**config.mk**
```make
export PLATFORM = sky130hd
export DESIGN_NAME = seq_pattern_tx_flat
export DESIGN_NICKNAME = d
export VERILOG_FILES = /design/src/rtl/seq_pattern_tx_if.sv /design/src/rtl/seq_pattern_tx.sv /design/src/flat_wrapper.sv
export SDC_FILE = /design/constraint.sdc
export NUM_CORES = 1
export LEC_CHECK = 0
export BUFFER_PORTS_ARGS = -buffer_cell sky130_fd_sc_hd__buf_4
export CORE_UTILIZATION = 40
export DETAILED_ROUTE_END_ITERATION = 10
export GPL_ROUTABILITY_DRIVEN = 0
export PLACE_DENSITY = 0.66
export SLEW_MARGIN = 10
export SYNTH_ARGS = -nofsm -noshare
export SYNTH_HDL_FRONTEND = slang
export SYNTH_SLANG_ARGS = --single-unit
```
**constraint.sdc**
```tcl
create_clock -name clock -period 2.4 [get_ports clock]
set_input_delay 0.36 -clock clock [delete_from_list [all_inputs] [get_ports clock]]
set_output_delay 0.36 -clock clock [all_outputs]
set_load 0.05 [all_outputs]
```
**src/rtl/seq_pattern_tx_if.sv**
```systemverilog
// Stimulus-link bundle for seq_pattern_tx: transfer request/parameters in, serial stream and status out.
// master = whoever requests transmissions, slave = the transmitter.
interface seq_pattern_tx_if #(
  parameter int unsigned PAT_W = 8,
  parameter int unsigned LEN_W = 4,
  parameter int unsigned CNT_W = 4,
  parameter int unsigned GAP_W = 4
);
  logic             start;
  logic [PAT_W-1:0] pattern;
  logic [LEN_W-1:0] len;
  logic [CNT_W-1:0] repeat_n;
  logic [GAP_W-1:0] gap;
  logic             o;
  logic             o_valid;
  logic             frame_start;
  logic             busy;
  logic             done;

  modport master (
    output start, pattern, len, repeat_n, gap,
    input  o, o_valid, frame_start, busy, done
  );

  modport slave (
    input  start, pattern, len, repeat_n, gap,
    output o, o_valid, frame_start, busy, done
  );
endinterface

```
**src/rtl/seq_pattern_tx.sv**
```systemverilog
// Serial bit-pattern transmitter: shifts a captured pattern out MSB-first, with repeats and idle gaps.
// Define SEQ_TX_PARITY_EN to append an even-parity bit after every pass.
module seq_pattern_tx #(
  parameter int unsigned PAT_W = 8,
  parameter int unsigned LEN_W = 4,
  parameter int unsigned CNT_W = 4,
  parameter int unsigned GAP_W = 4
) (
  input  logic              clock,
  input  logic              reset,
  seq_pattern_tx_if.slave   bus
);

`ifdef SEQ_TX_PARITY_EN
  typedef enum logic [2:0] {IDLE, SHIFT, PARITY, GAP, DONE} state_t;
`else
  typedef enum logic [2:0] {IDLE, SHIFT, GAP, DONE} state_t;
`endif

  state_t           state, state_d;
  logic [PAT_W-1:0] pat_r, pat_d;
  logic [LEN_W-1:0] len_r, len_d;
  logic [LEN_W-1:0] bitcnt, bitcnt_d;
  logic [CNT_W-1:0] passcnt, passcnt_d;
  logic [GAP_W-1:0] gap_r, gap_d;
  logic [GAP_W-1:0] gapcnt, gapcnt_d;
  logic [LEN_W-1:0] len_c;
  logic [CNT_W-1:0] rep_c;
  logic [PAT_W-1:0] mask_c;
  logic             pass_end;

  // Clamp request fields; the pattern is stored pre-masked so parity is simply ^pat_r.
  always_comb begin
    len_c = bus.len;
    if (bus.len == '0 || bus.len > LEN_W'(PAT_W)) len_c = LEN_W'(PAT_W);
    rep_c  = (bus.repeat_n == '0) ? CNT_W'(1) : bus.repeat_n;
    mask_c = (PAT_W'(1) << len_c) - PAT_W'(1);
  end

  always_ff @(posedge clock) begin
    if (reset) begin
      state   <= IDLE;
      pat_r   <= '0;
      len_r   <= '0;
      gap_r   <= '0;
      bitcnt  <= '0;
      passcnt <= '0;
      gapcnt  <= '0;
    end else begin
      state   <= state_d;
      pat_r   <= pat_d;
      len_r   <= len_d;
      gap_r   <= gap_d;
      bitcnt  <= bitcnt_d;
      passcnt <= passcnt_d;
      gapcnt  <= gapcnt_d;
    end
  end

  always_comb begin
    state_d   = state;
    pat_d     = pat_r;
    len_d     = len_r;
    gap_d     = gap_r;
    bitcnt_d  = bitcnt;
    passcnt_d = passcnt;
    gapcnt_d  = gapcnt;
    pass_end  = 1'b0;

    bus.o           = 1'b0;
    bus.o_valid     = 1'b0;
    bus.frame_start = 1'b0;
    bus.busy        = 1'b0;
    bus.done        = 1'b0;

    case (state)
      IDLE: begin
        if (bus.start) begin
          pat_d     = bus.pattern & mask_c;
          len_d     = len_c;
          gap_d     = bus.gap;
          bitcnt_d  = len_c - LEN_W'(1);
          passcnt_d = rep_c;
          state_d   = SHIFT;
        end
      end
      SHIFT: begin
        bus.o           = |(pat_r & (PAT_W'(1) << bitcnt));
        bus.o_valid     = 1'b1;
        bus.busy        = 1'b1;
        bus.frame_start = (bitcnt == len_r - LEN_W'(1));
        if (bitcnt == '0) begin
`ifdef SEQ_TX_PARITY_EN
          state_d = PARITY;
`else
          pass_end = 1'b1;
`endif
        end else begin
          bitcnt_d = bitcnt - LEN_W'(1);
        end
      end
`ifdef SEQ_TX_PARITY_EN
      PARITY: begin
        bus.o       = ^pat_r;
        bus.o_valid = 1'b1;
        bus.busy    = 1'b1;
        pass_end    = 1'b1;
      end
`endif
      GAP: begin
        bus.busy = 1'b1;
        if (gapcnt == '0) begin
          state_d  = SHIFT;
          bitcnt_d = len_r - LEN_W'(1);
        end else begin
          gapcnt_d = gapcnt - GAP_W'(1);
        end
      end
      DONE: begin
        bus.done = 1'b1;
        state_d  = IDLE;
      end
      default: state_d = IDLE;
    endcase

    // Shared end-of-pass routing, reached from SHIFT (no parity) or PARITY.
    if (pass_end) begin
      if (passcnt == CNT_W'(1)) begin
        state_d = DONE;
      end else begin
        passcnt_d = passcnt - CNT_W'(1);
        if (gap_r != '0) begin
          state_d  = GAP;
          gapcnt_d = gap_r - GAP_W'(1);
        end else begin
          state_d  = SHIFT;
          bitcnt_d = len_r - LEN_W'(1);
        end
      end
    end
  end

endmodule

```
**src/flat_wrapper.sv**
```systemverilog
// flat-port wrapper written by rule: the top's interface ports become plain ports
module seq_pattern_tx_flat 
#(
  parameter int unsigned PAT_W = 8,
  parameter int unsigned LEN_W = 4,
  parameter int unsigned CNT_W = 4,
  parameter int unsigned GAP_W = 4
)
  (clock, reset, bus_start, bus_pattern, bus_len, bus_repeat_n, bus_gap, bus_o, bus_o_valid, bus_frame_start, bus_busy, bus_done);
  seq_pattern_tx_if #(.PAT_W(PAT_W), .LEN_W(LEN_W), .CNT_W(CNT_W), .GAP_W(GAP_W)) bus_i ();
  input  logic clock;
  input  logic reset;
  input wire logic [$bits(bus_i.start)-1:0] bus_start;
  input wire logic [$bits(bus_i.pattern)-1:0] bus_pattern;
  input wire logic [$bits(bus_i.len)-1:0] bus_len;
  input wire logic [$bits(bus_i.repeat_n)-1:0] bus_repeat_n;
  input wire logic [$bits(bus_i.gap)-1:0] bus_gap;
  output wire logic [$bits(bus_i.o)-1:0] bus_o;
  output wire logic [$bits(bus_i.o_valid)-1:0] bus_o_valid;
  output wire logic [$bits(bus_i.frame_start)-1:0] bus_frame_start;
  output wire logic [$bits(bus_i.busy)-1:0] bus_busy;
  output wire logic [$bits(bus_i.done)-1:0] bus_done;
  assign bus_i.start = bus_start;
  assign bus_i.pattern = bus_pattern;
  assign bus_i.len = bus_len;
  assign bus_i.repeat_n = bus_repeat_n;
  assign bus_i.gap = bus_gap;
  assign bus_o = bus_i.o;
  assign bus_o_valid = bus_i.o_valid;
  assign bus_frame_start = bus_i.frame_start;
  assign bus_busy = bus_i.busy;
  assign bus_done = bus_i.done;
  seq_pattern_tx #(.PAT_W(PAT_W), .LEN_W(LEN_W), .CNT_W(CNT_W), .GAP_W(GAP_W)) u_core (.clock(clock), .reset(reset), .bus(bus_i));
endmodule
```
==> summary.md, run 1 <==
| Metric | Value |
|---|---|
| Setup Skew | `around 0.0057 ns` |
| Hold slack | `0.318 ns` |
| Final Setup Violations | `0` |
| Post-synth top area share | `between 20 and 30%` |
| R2r setup slk | `between 0.2 and 0.3 ns` |
| Max Root-Sink Buffers | `2` |
| Clk slew on worst S/H paths | `~0.070 ns` |
| Yosys warns | `0` |
| Yosys top cell by area | `dfxtp_1` |
| RSZ-0062 raised after global routing | `no` |
| Status | `complete, no violations` |
| Design Area, Final | `approximately 2500 um2` |
| Post-synthesis register bit count | `30` |
| Htree depth | `2` |
| Final hold vios | `0` |
| Worst reg2reg path depth | `7` |
| Core area | `5110 um2` |
| Hold_sp | `bus_gap[0]` |
| Syn Inst Count | `about 270` |
| Clock Latency Late Sink | `about 0.28 ns` |
| Min Tclk post-route | `around 2.2 ns` |
| Worst Hold Path EP | `u_core.gap_r[0]` |
| Rel. slew slack | `between 60% and 70%` |
| First-pass iteration count of the detailed router | `4` |
| Worst Hold Class | `primary input to register` |
| CTS Hold Bufs | `0` |
| TNS Setup | `0 ns` |
| Floorplan row count | `26` |
| First-pass GRT wire length | `around 8000 um` |
| Via count | `about 2000` |
| Final worst-path cycle share | `between 90% and 100%` |
| DRT iter0 DRCs | `86` |
| Nets | `approximately 340` |
| Die ar. | `around 5600 um2` |
| Initial Util | `roughly 41%` |
| Clock sinks | `30` |
| Clock tree from TritonCTS | `built` |
| Vias/cell | `around 5.3` |
| Worst slew pin tran | `0.507 ns` |
| Worst Slack Setup Final | `around 0.21 ns` |
| Reg2reg end | `u_core.passcnt[3]` |
| Vias in the first global route | `between 1500 and 2000` |
| Reg2reg start | `u_core.bitcnt[1]` |
| Die X | `about 75 um` |
| Min-Delay Path Depth | `3` |
| Crit Path Max Fanout | `7` |
| Layout cells sized above 1 | `15.1%` |
| Ant diodes | `0` |
| Fillers | `~520` |
| Cell Area, Synth | `2110 um2` |
| Routed Antenna Nets | `0` |
| Worst EP arrival | `approximately 1.8 ns` |
| CP Capture Type | `primary output` |
| Avg Inst Size Synth | `7.79 um2` |
| Worst endpoint required time | `around 2.0 ns` |
| Library cells used by synthesis | `between 40 and 50` |
| Maximum clock rate | `457 MHz` |
| CTS Buf Count | `5` |
| Number of port buffers | `27` |
| Number of max-cap violations | `0` |
| Max-slew violation count | `0` |
| Top-Level Pins | `28` |
| Pin count of the biggest net entering global routing | `36` |
| Register area share after synthesis | `approximately 28%` |
| Syn nets | `315` |
| Asr flop ratio synth | `0%` |
| Register area | `roughly 600 um2` |
| DRC | `0` |
| Leak | `1.04 nW` |
| P&R area growth vs syn | `18.5%` |
| Pre-CTS WS | `0.158 ns` |
| Crit path kind | `register to primary output` |
| Remaining Overflow, GRT | `0` |
| DR WL/cell | `between 10 and 15 um` |
| Post-CTS setup buffer count | `0` |
| Maximum vdd ir drop | `approximately 370 uV` |
| PD cells | `~930 nW/um2` |
| Number of flops mapped to enable cells by yosys | `0` |
| Largest cells by area after synthesis | `dfxtp_1, ha_1, a21oi_1, nand2_1, nor2_1` |
| Die Span Y | `74.7 um` |
| Drt total wl | `4730 um` |
| CTS root buffer | `clkbuf_8` |
| CTS resizes | `0` |
| Total Routing Usage GR | `approximately a fifth` |
| Post-DP Area | `roughly 2400 um2` |
| Ys flop type | `dfxtp_1` |
| Area occupied by multi-input gates | `around 1400 um2` |
| DPL Wire Length | `approximately 3600 um` |
| Critical path launch point type | `register` |
| Initial antenna violation count | `0` |
cell usage after synthesis, drive strengths merged (7+ instances only):
cell	number
a21oi	27
clkbuf	7
dfxtp	30
ha	21
inv	19
nand2	31
nand3b	7
nor2	26
nor3	10
o21ai	8
xor2	7
cells by family after synthesis:
| group | count (synthesis) | share of synthesized area (%) |
|---|---|---|
| AO/OA/AOI/OAI | 68 | 21.0 |
| XOR/XNOR | 11 | 4.56 |
| adder cells (fa/ha/maj) | 21 | 12.4 |
| buffers and inverters | 31 | 6.52 |
| flip-flops | 30 | 28.4 |
| multiplexers | 2 | 0.948 |
| AND/OR/NAND/NOR | 108 | 26.1 |
worst max-delay path, stage by stage (launching register included):
cell,delay (ns)
dfxtp_1,0.46
inv_1,0.13
ha_1,0.24
a22oi_1,0.19
nand2_1,0.07
a21oi_1,0.19
nor3b_2,0.06
buf_4,0.19
routing by layer:
metal | global-route usage, % | share of wire (%) | vias to the layer above
li1 | - | - | 1012
met1 | 25.9 | 50 | 911
met2 | 28.8 | 44 | 38
met3 | 4.55 | 4.3 | 7
met4 | 6.29 | 1.3 | 0
met5 | 0 | 0 | -
registers in the layout, summed over array words and instances (netlist names):
signal and count:
u_core.bitcnt 4, u_core.gap_r 4, u_core.gapcnt 4, u_core.len_r 4, u_core.passcnt 4, u_core.pat_r 8, u_core.state 2
per-stage QoR:
| step | util (%) | std cells | power [mW] |
|---|---|---|---|
| 2_1_floorplan | - | 271 | 1.60 |
| 3_3_place_gp | 46.8 | 362 | 1.81 |
| 3_5_place_dp | 46.8 | 362 | 1.82 |
| 4_1_cts | 49.0 | 369 | 2.35 |
| 5_1_grt | 49.0 | 369 | 2.53 |
| 6_report | 49.0 | 369 | 2.34 |
report_power, final:
part / total, mW / internal [mW] / switching, mW
Clock: 0.523 / 0.332 / 0.191
Sequential: 0.725 / 0.611 / 0.114
Combinational: 1.09 / 0.464 / 0.625
Total: 2.34 / 1.41 / 0.930
layout by cell type, fill, tap and decap left out, types with 3 or more instances in the layout:
cell and instances:
nand3b_1 7, o31ai_1 3, nor2_1 26, nand3_1 6, inv_1 19, o32ai_1 3, dfxtp_1 30, ha_1 21
xor2_1 7, nand2b_1 4, a211oi_1 3, a22oi_1 6, o21ai_0 8, or3_1 4, a21oi_1 27, nor3b_1 4
nor3_1 9, clkbuf_8 6, nand2_1 31, xnor2_1 4, nor2b_1 3, buf_4 33
worst max path at each step:
stage | startpoint | to | slack (ns) | cells after the start
floorplan | u_core.state[1] | bus_frame_start | 0.30 | 4
global placement | bus_len[3] | u_core.pat_r[4] | 0.24 | 11
detailed placement | bus_len[3] | u_core.pat_r[4] | 0.16 | 11
CTS | u_core.bitcnt[1] | bus_o | 0.20 | 7
global route | u_core.bitcnt[1] | bus_o | 0.06 | 7
finish | u_core.bitcnt[1] | bus_o | 0.21 | 7
area by class of cell:
type | instances | area share, %
inverters | 19 | 2.85
repair buffers | 33 | 9.90
flip-flops and latches | 30 | 24.0
clock inverters | 1 | 1.20
well taps | 70 | 3.50
multi-input cells | 210 | 55.3
clock buffers | 6 | 3.30
No activity file was read; power rests on OpenSTA's default activity.
==> inputs of run 2 (changes only) <==
- CORE_UTILIZATION: 40 -> 58
- PLACE_DENSITY: 0.66 -> 0.87
==> run 2 against run 1 <==
- register-to-register slack better by 0.04 ns
- sequential power grew 2%
- combinational power about the same
- final cell count fell by 7.0%
- utilization is 21 points higher
- non-clock buffer count decreased by 2
- highest routed layer unchanged
- critical path depth did not move
- flip-flop and latch count unchanged
- via count grew 0.61%
- clock power decreased by 45%
- largest power group unchanged
==> summary.md, run 2 (synthesized netlist as in run 1, its figures left out) <==
| Metric | Value |
|---|---|
| DRT iter0 DRCs | `206 (+140%)` |
| Fillers | `272 (-48%)` |
| Max-slew violation count | `0 (unchanged)` |
| Remaining Overflow, GRT | `0 (unchanged)` |
| Reg2reg start | `u_core.bitcnt[0]` |
| Vias in the first global route | `1806 (+0.33%)` |
| CP endpoint | `bus_o` |
| Pin count of the biggest net entering global routing | `36 (unchanged)` |
| Critical path, cell by cell | `inv_1, ha_1, a22oi_1, nand2_1, a21oi_1, nor3b_2, buf_4` |
| CTS Hold Bufs | `0 (unchanged)` |
| Clock share of power | `13.7% (-8.7 points)` |
| Maximum clock rate | `458 MHz (+0.33%)` |
| Clock tree from TritonCTS | `built` |
| PD cells | `873 nW/um2 (-6.4%)` |
| Status | `complete, no violations` |
| Min-Delay Path Depth | `3 (unchanged)` |
| Drt total wl | `4720 um (-0.15%)` |
| Clock sinks | `30 (unchanged)` |
| CTS resizes | `0 (unchanged)` |
| Htree depth | `2 (unchanged)` |
| Final Setup Violations | `0 (unchanged)` |
| TNS Setup | `0 ns (unchanged)` |
| Worst EP arrival | `1.82 ns (about the same)` |
| Worst Slack Setup Final | `0.218 ns (+0.00721 ns)` |
| Pre-CTS WS | `0.202 ns (+0.0437 ns)` |
| GRT met1 Usage | `34.9% (+9.0 points)` |
| Overall power | `2.09 mW (-10%)` |
| RSZ-0062 raised after global routing | `no` |
| First-pass GRT wire length | `8010 um (+0.87%)` |
| Clock Latency Late Sink | `0.34 ns (+0.06 ns)` |
| CP Capture Type | `primary output` |
| Global route hottest layer | `met2` |
| Leak | `1.00 nW (-3.4%)` |
| Layout cells sized above 1 | `15.2% (+0.10 points)` |
| Cell Int Power | `1.17 mW (-17%)` |
| Core area | `3420 um2 (-33%)` |
| Max Root-Sink Buffers | `2 (unchanged)` |
| Slowest-stage cell, CP | `dfxtp_2` |
| Min Tclk post-route | `2.18 ns (-0.00721 ns)` |
| Routed Antenna Nets | `0 (unchanged)` |
| Crit. Startpoint | `u_core.bitcnt[0]` |
| R2r setup slk | `0.32 ns (+0.04 ns)` |
| Worst endpoint required time | `2.04 ns (about the same)` |
| Die X | `62.3 um (-17%)` |
| Number of max-cap violations | `0 (unchanged)` |
| Die ar. | `3890 um2 (-30%)` |
| Number of port buffers | `27 (unchanged)` |
| Crit path kind | `register to primary output` |
| Most flops, register | `u_core.pat_r` |
| CTS root buffer | `clkbuf_4` |
| First-pass iteration count of the detailed router | `5 (+1)` |
| Reg2reg end | `u_core.passcnt[3]` |
| Maximum vdd ir drop | `497 uV (+33%)` |
| Grt met3 use | `5.88% (+1.3 points)` |
| Worst Hold Class | `primary input to register` |
| Rel. slew slack | `62.8% (-3.4 points)` |
| Initial antenna violation count | `0 (unchanged)` |
| GRT met2 Usage | `39.1% (+10 points)` |
| Final hold vios | `0 (unchanged)` |
| Hold_sp | `bus_gap[2]` |
| Crit-path max cell delay | `0.41 ns (-0.05 ns)` |
| Vias/cell | `5.77 (+8.2%)` |
| Design Area, Final | `2400 um2 (-4.3%)` |
| Net switching power | `0.923 mW (-0.80%)` |
| Post-CTS setup buffer count | `0 (unchanged)` |
| Post-DP Area | `2350 um2 (-1.9%)` |
| Share of power burned in registers | `35.3% (+4.3 points)` |
| Final worst-path cycle share | `90.9% (-0.30 points)` |
| Die Span Y | `62.3 um (-17%)` |
| DRC | `0 (unchanged)` |
| Nets | `341 (-0.58%)` |
| Leading cell types in the layout, fill and taps excluded | `nand2_1, buf_4, dfxtp_1` |
| Worst slew pin tran | `0.557 ns (+0.0496 ns)` |
| Crit Path Max Fanout | `8 (+1)` |
| P&R area growth vs syn | `13.4%` |
| Clk slew on worst S/H paths | `0.09 ns (+0.02 ns)` |
| DR WL/cell | `13.8 um (+7.4%)` |
| Setup Skew | `0.00855 ns (+0.00287 ns)` |
| Combinational group share of total power | `51.0% (+4.4 points)` |
| Max FFs per register | `8 (unchanged)` |
| DPL Wire Length | `3470 um (-3.0%)` |
| CTS Buf Count | `5 (unchanged)` |
| Total Routing Usage GR | `26.1% (+7.3 points)` |
| Via count | `1980 (+0.61%)` |
| Initial Util | `61.8% (+20 points)` |
| Switching part of the total power | `44.1% (+4.3 points)` |
| Floorplan row count | `21 (-19%)` |
| Top-Level Pins | `28 (unchanged)` |
| Critical path launch point type | `register` |
| Ant diodes | `0 (unchanged)` |
| Worst reg2reg path depth | `7 (unchanged)` |
-- run 2: changes by cell type in the layout (fill, tap and decap cells not counted), sizes merged --
cell    previous run  this run
buf               33        31
clkinv             0         2
bufinv             1         0
clkbuf             6         5
-- run 2: metal layers --
metal / vias to the layer above / part of all wire (%)
met4: 0 / 1.9
li1: 1005 / -
met1: 903 / 48
met5: - / 0
met3: 10 / 5.0
met2: 62 / 45
-- run 2: final cells by class --
cell class / count / area (um2) / share of cell area (%)
clock inverter: 2 / 10.0 / 0.418
clock buffer: 5 / 37.5 / 1.57
multi-input combinational: 210 / 1380 / 57.8
tap: 46 / 57.6 / 2.40
inverter: 19 / 71.3 / 2.98
timing repair buffer: 31 / 233 / 9.71
sequential: 30 / 603 / 25.2
-- run 2: per-stage QoR --
step	utilization (%)	instances	hold slack, ns
floorplan	-	271	0.432
global placement	68.7	336	0.444
detailed placement	68.7	336	0.449
CTS	70.1	343	0.255
global route	70.1	343	0.246
finish	70.1	343	0.259
-- run 2: how the worst min path moves through the flow --
stage and end:
4_1_cts u_core.gap_r[2], 2_1_floorplan u_core.pat_r[2], 6_report u_core.gap_r[2], 5_1_grt u_core.gap_r[2], 3_5_place_dp u_core.pat_r[0], 3_3_place_gp u_core.pat_r[0]
-- run 2: power groups by stage --
stage / logic (mW) / registers, mW / clock network [mW]
global route: 1.19 / 0.760 / 0.319
CTS: 1.06 / 0.734 / 0.291
global placement: 1.02 / 0.742 / 0
detailed placement: 1.05 / 0.746 / 0
floorplan: 0.893 / 0.703 / 0
finish: 1.07 / 0.740 / 0.286
-- run 2: critical path: cells and delay by family (launching register included) --
family | cells | cell delay [ns]
flops | 1 | 0.41
compound gates | 2 | 0.38
buf+inv | 2 | 0.29
simple gates | 2 | 0.14
fa+ha+maj | 1 | 0.26
==> inputs of run 3 (changes only) <==
- CORE_ASPECT_RATIO: default -> 0.6
==> run 3 against run 2 <==
- hold slack improved by 0.053 ns
- sequential share of layout area decreased by 0.67 points
- flip-flop and latch count unchanged
- register-to-register slack got worse by 0.07 ns
- critical path depth unchanged
- utilization increased by 2.7 points
- sequential power increased by 0.5%
- critical path type unchanged
- largest cell class unchanged
- largest power group unchanged
==> summary.md, run 3 (synthesized netlist as in run 1, its figures left out) <==
| Metric | Value |
|---|---|
| Status | `complete, no violations` |
| Drt total wl | `5030 um (+6.5%)` |
| Routed Antenna Nets | `0 (unchanged)` |
| Nets | `343 (+0.59%)` |
| Slowest-stage cell, CP | `dfxtp_1` |
| Most flops, register | `u_core.pat_r` |
| Worst path most repeated cell | `a21oi_1` |
| Worst Hold Class | `primary input to register` |
| Number of port buffers | `27 (unchanged)` |
| Hold_sp | `bus_gap[3]` |
| Worst Slack Setup Final | `0.169 ns (-0.0487 ns)` |
| Clock Latency Late Sink | `0.29 ns (-0.05 ns)` |
| First-pass iteration count of the detailed router | `4 (-1)` |
| Vias/cell | `5.83 (+0.98%)` |
| Via count | `2011 (+1.6%)` |
| Number of max-cap violations | `0 (unchanged)` |
| Final worst-path cycle share | `92.9% (+2.0 points)` |
| Initial antenna violation count | `0 (unchanged)` |
| Core area | `3360 um2 (-1.5%)` |
| Final Setup Violations | `0 (unchanged)` |
| Layout cells sized above 1 | `15.0% (-0.15 points)` |
| Min Tclk post-route | `2.23 ns (+0.0487 ns)` |
| P&R area growth vs syn | `16.1%` |
| CTS resizes | `0 (unchanged)` |
| Setup Skew | `0.00369 ns (-0.00486 ns)` |
| Worst endpoint required time | `2.04 ns (about the same)` |
| First-pass GRT wire length | `8640 um (+7.8%)` |
| CP Capture Type | `primary output` |
| Ant diodes | `0 (unchanged)` |
| TNS Setup | `0 ns (unchanged)` |
| CTS root buffer | `clkbuf_8` |
| Clock sinks | `30 (unchanged)` |
| Post-CTS setup buffer count | `0 (unchanged)` |
| Hold slack | `0.311 ns (+0.0527 ns)` |
| Clk slew on worst S/H paths | `0.07 ns (-0.02 ns)` |
| Rel. slew slack | `66.8% (+4.0 points)` |
| Crit path kind | `register to primary output` |
| Pre-CTS WS | `0.196 ns (-0.00587 ns)` |
| Commonest non-fill, non-tap cell in the layout | `buf_4` |
| Htree depth | `2 (unchanged)` |
| Total Routing Usage GR | `29.0% (+3.0 points)` |
| Max-slew violation count | `0 (unchanged)` |
| Crit-path max cell delay | `0.47 ns (+0.06 ns)` |
| Remaining Overflow, GRT | `0 (unchanged)` |
| Final hold vios | `0 (unchanged)` |
| RSZ-0062 raised after global routing | `no` |
| Fillers | `267 (-1.8%)` |
| Vias in the first global route | `1855 (+2.7%)` |
| CTS Buf Count | `5 (unchanged)` |
| Top-Level Pins | `28 (unchanged)` |
| Worst EP arrival | `1.87 ns (+0.05 ns)` |
| Critical path launch point type | `register` |
| Max FFs per register | `8 (unchanged)` |
| Initial Util | `62.8% (+0.97 points)` |
| Critical path, cell by cell | `inv_1, ha_1, a22oi_1, a21oi_1, a21oi_1, nor3b_2, buf_4` |
| Crit Path Max Fanout | `8 (unchanged)` |
| DR WL/cell | `14.6 um (+5.9%)` |
| DRC | `0 (unchanged)` |
| Die Span Y | `48.7 um (-22%)` |
| PD cells | `925 nW/um2 (+6.0%)` |
| Leak | `1.03 nW (+2.7%)` |
| DPL Wire Length | `3820 um (+9.9%)` |
| CTS Hold Bufs | `0 (unchanged)` |
| Register area | `601 um2 (-0.41%)` |
| Die ar. | `3890 um2 (+0.20%)` |
| Maximum clock rate | `448 MHz (-2.2%)` |
| Crit. Startpoint | `u_core.bitcnt[0]` |
| Die X | `79.9 um (+28%)` |
| Pin count of the biggest net entering global routing | `36 (unchanged)` |
| DRT iter0 DRCs | `171 (-17%)` |
| Maximum vdd ir drop | `525 uV (+5.7%)` |
| Area occupied by multi-input gates | `1380 um2 (unchanged)` |
| Leading cell types in the layout, fill and taps excluded | `buf_4, nand2_1, dfxtp_1` |
| Clock tree from TritonCTS | `built` |
| Floorplan row count | `16 (-24%)` |
| Buf/Inv on CP | `2 (unchanged)` |
| Worst slew pin tran | `0.497 ns (-0.0594 ns)` |
| Delay-heaviest family, CP | `flip-flops` |
| Max Root-Sink Buffers | `2 (unchanged)` |
| Reg2reg start | `u_core.bitcnt[0]` |
[run 3: cell types whose count changed in the layout (fill, tap and decap cells not counted), sizes merged]
cell / delta
clkinv: -1
buf: +2
clkbuf: +2
[run 3: worst paths after layout]
path / cells past startpoint / to / slack (ns)
min: 3 / u_core.gap_r[3] / 0.31
max reg2reg: 7 / u_core.bitcnt[3] / 0.25
max: 7 / bus_o / 0.17
min reg2reg: 2 / u_core.pat_r[1] / 0.47
[run 3: tightest hold or removal path: stages]
cell,delay (ns)
buf_4,0.11
nand2_1,0.05
a21oi_1,0.05
[run 3: per-stage QoR]
| stage | util, % | area (um2) | total power, mW | std cells |
|---|---|---|---|---|
| after floorplan | - | 2120 | 1.60 | 271 |
| after global placement | 70.2 | 2360 | 1.78 | 337 |
| after detailed placement | 70.2 | 2360 | 1.81 | 337 |
| after CTS | 72.9 | 2450 | 2.25 | 345 |
| after global routing | 72.9 | 2450 | 2.44 | 345 |
| final | 72.9 | 2450 | 2.27 | 345 |
[run 3: area by class of cell]
type                    instances  share of cell area [%]
repair buffers                 33                    10.1
clock inverters                 1                   0.204
clock buffers                   7                    3.52
well taps                      45                    2.30
flip-flops and latches         30                    24.5
inverters                      19                    2.91
multi-input cells             210                    56.5
[run 3: routing by layer]
layer	global-route usage (%)	part of all wire (%)	wire, um
met5	0	0	0
met4	9.23	1.1	54
met3	8.49	8.6	430
met2	38.5	39	1950
met1	44.2	52	2590
[run 3: power by group]
| group | internal [mW] | total [mW] | switching, mW |
|---|---|---|---|
| clock network | 0.231 | 0.436 | 0.205 |
| logic | 0.460 | 1.09 | 0.629 |
| registers | 0.611 | 0.744 | 0.132 |
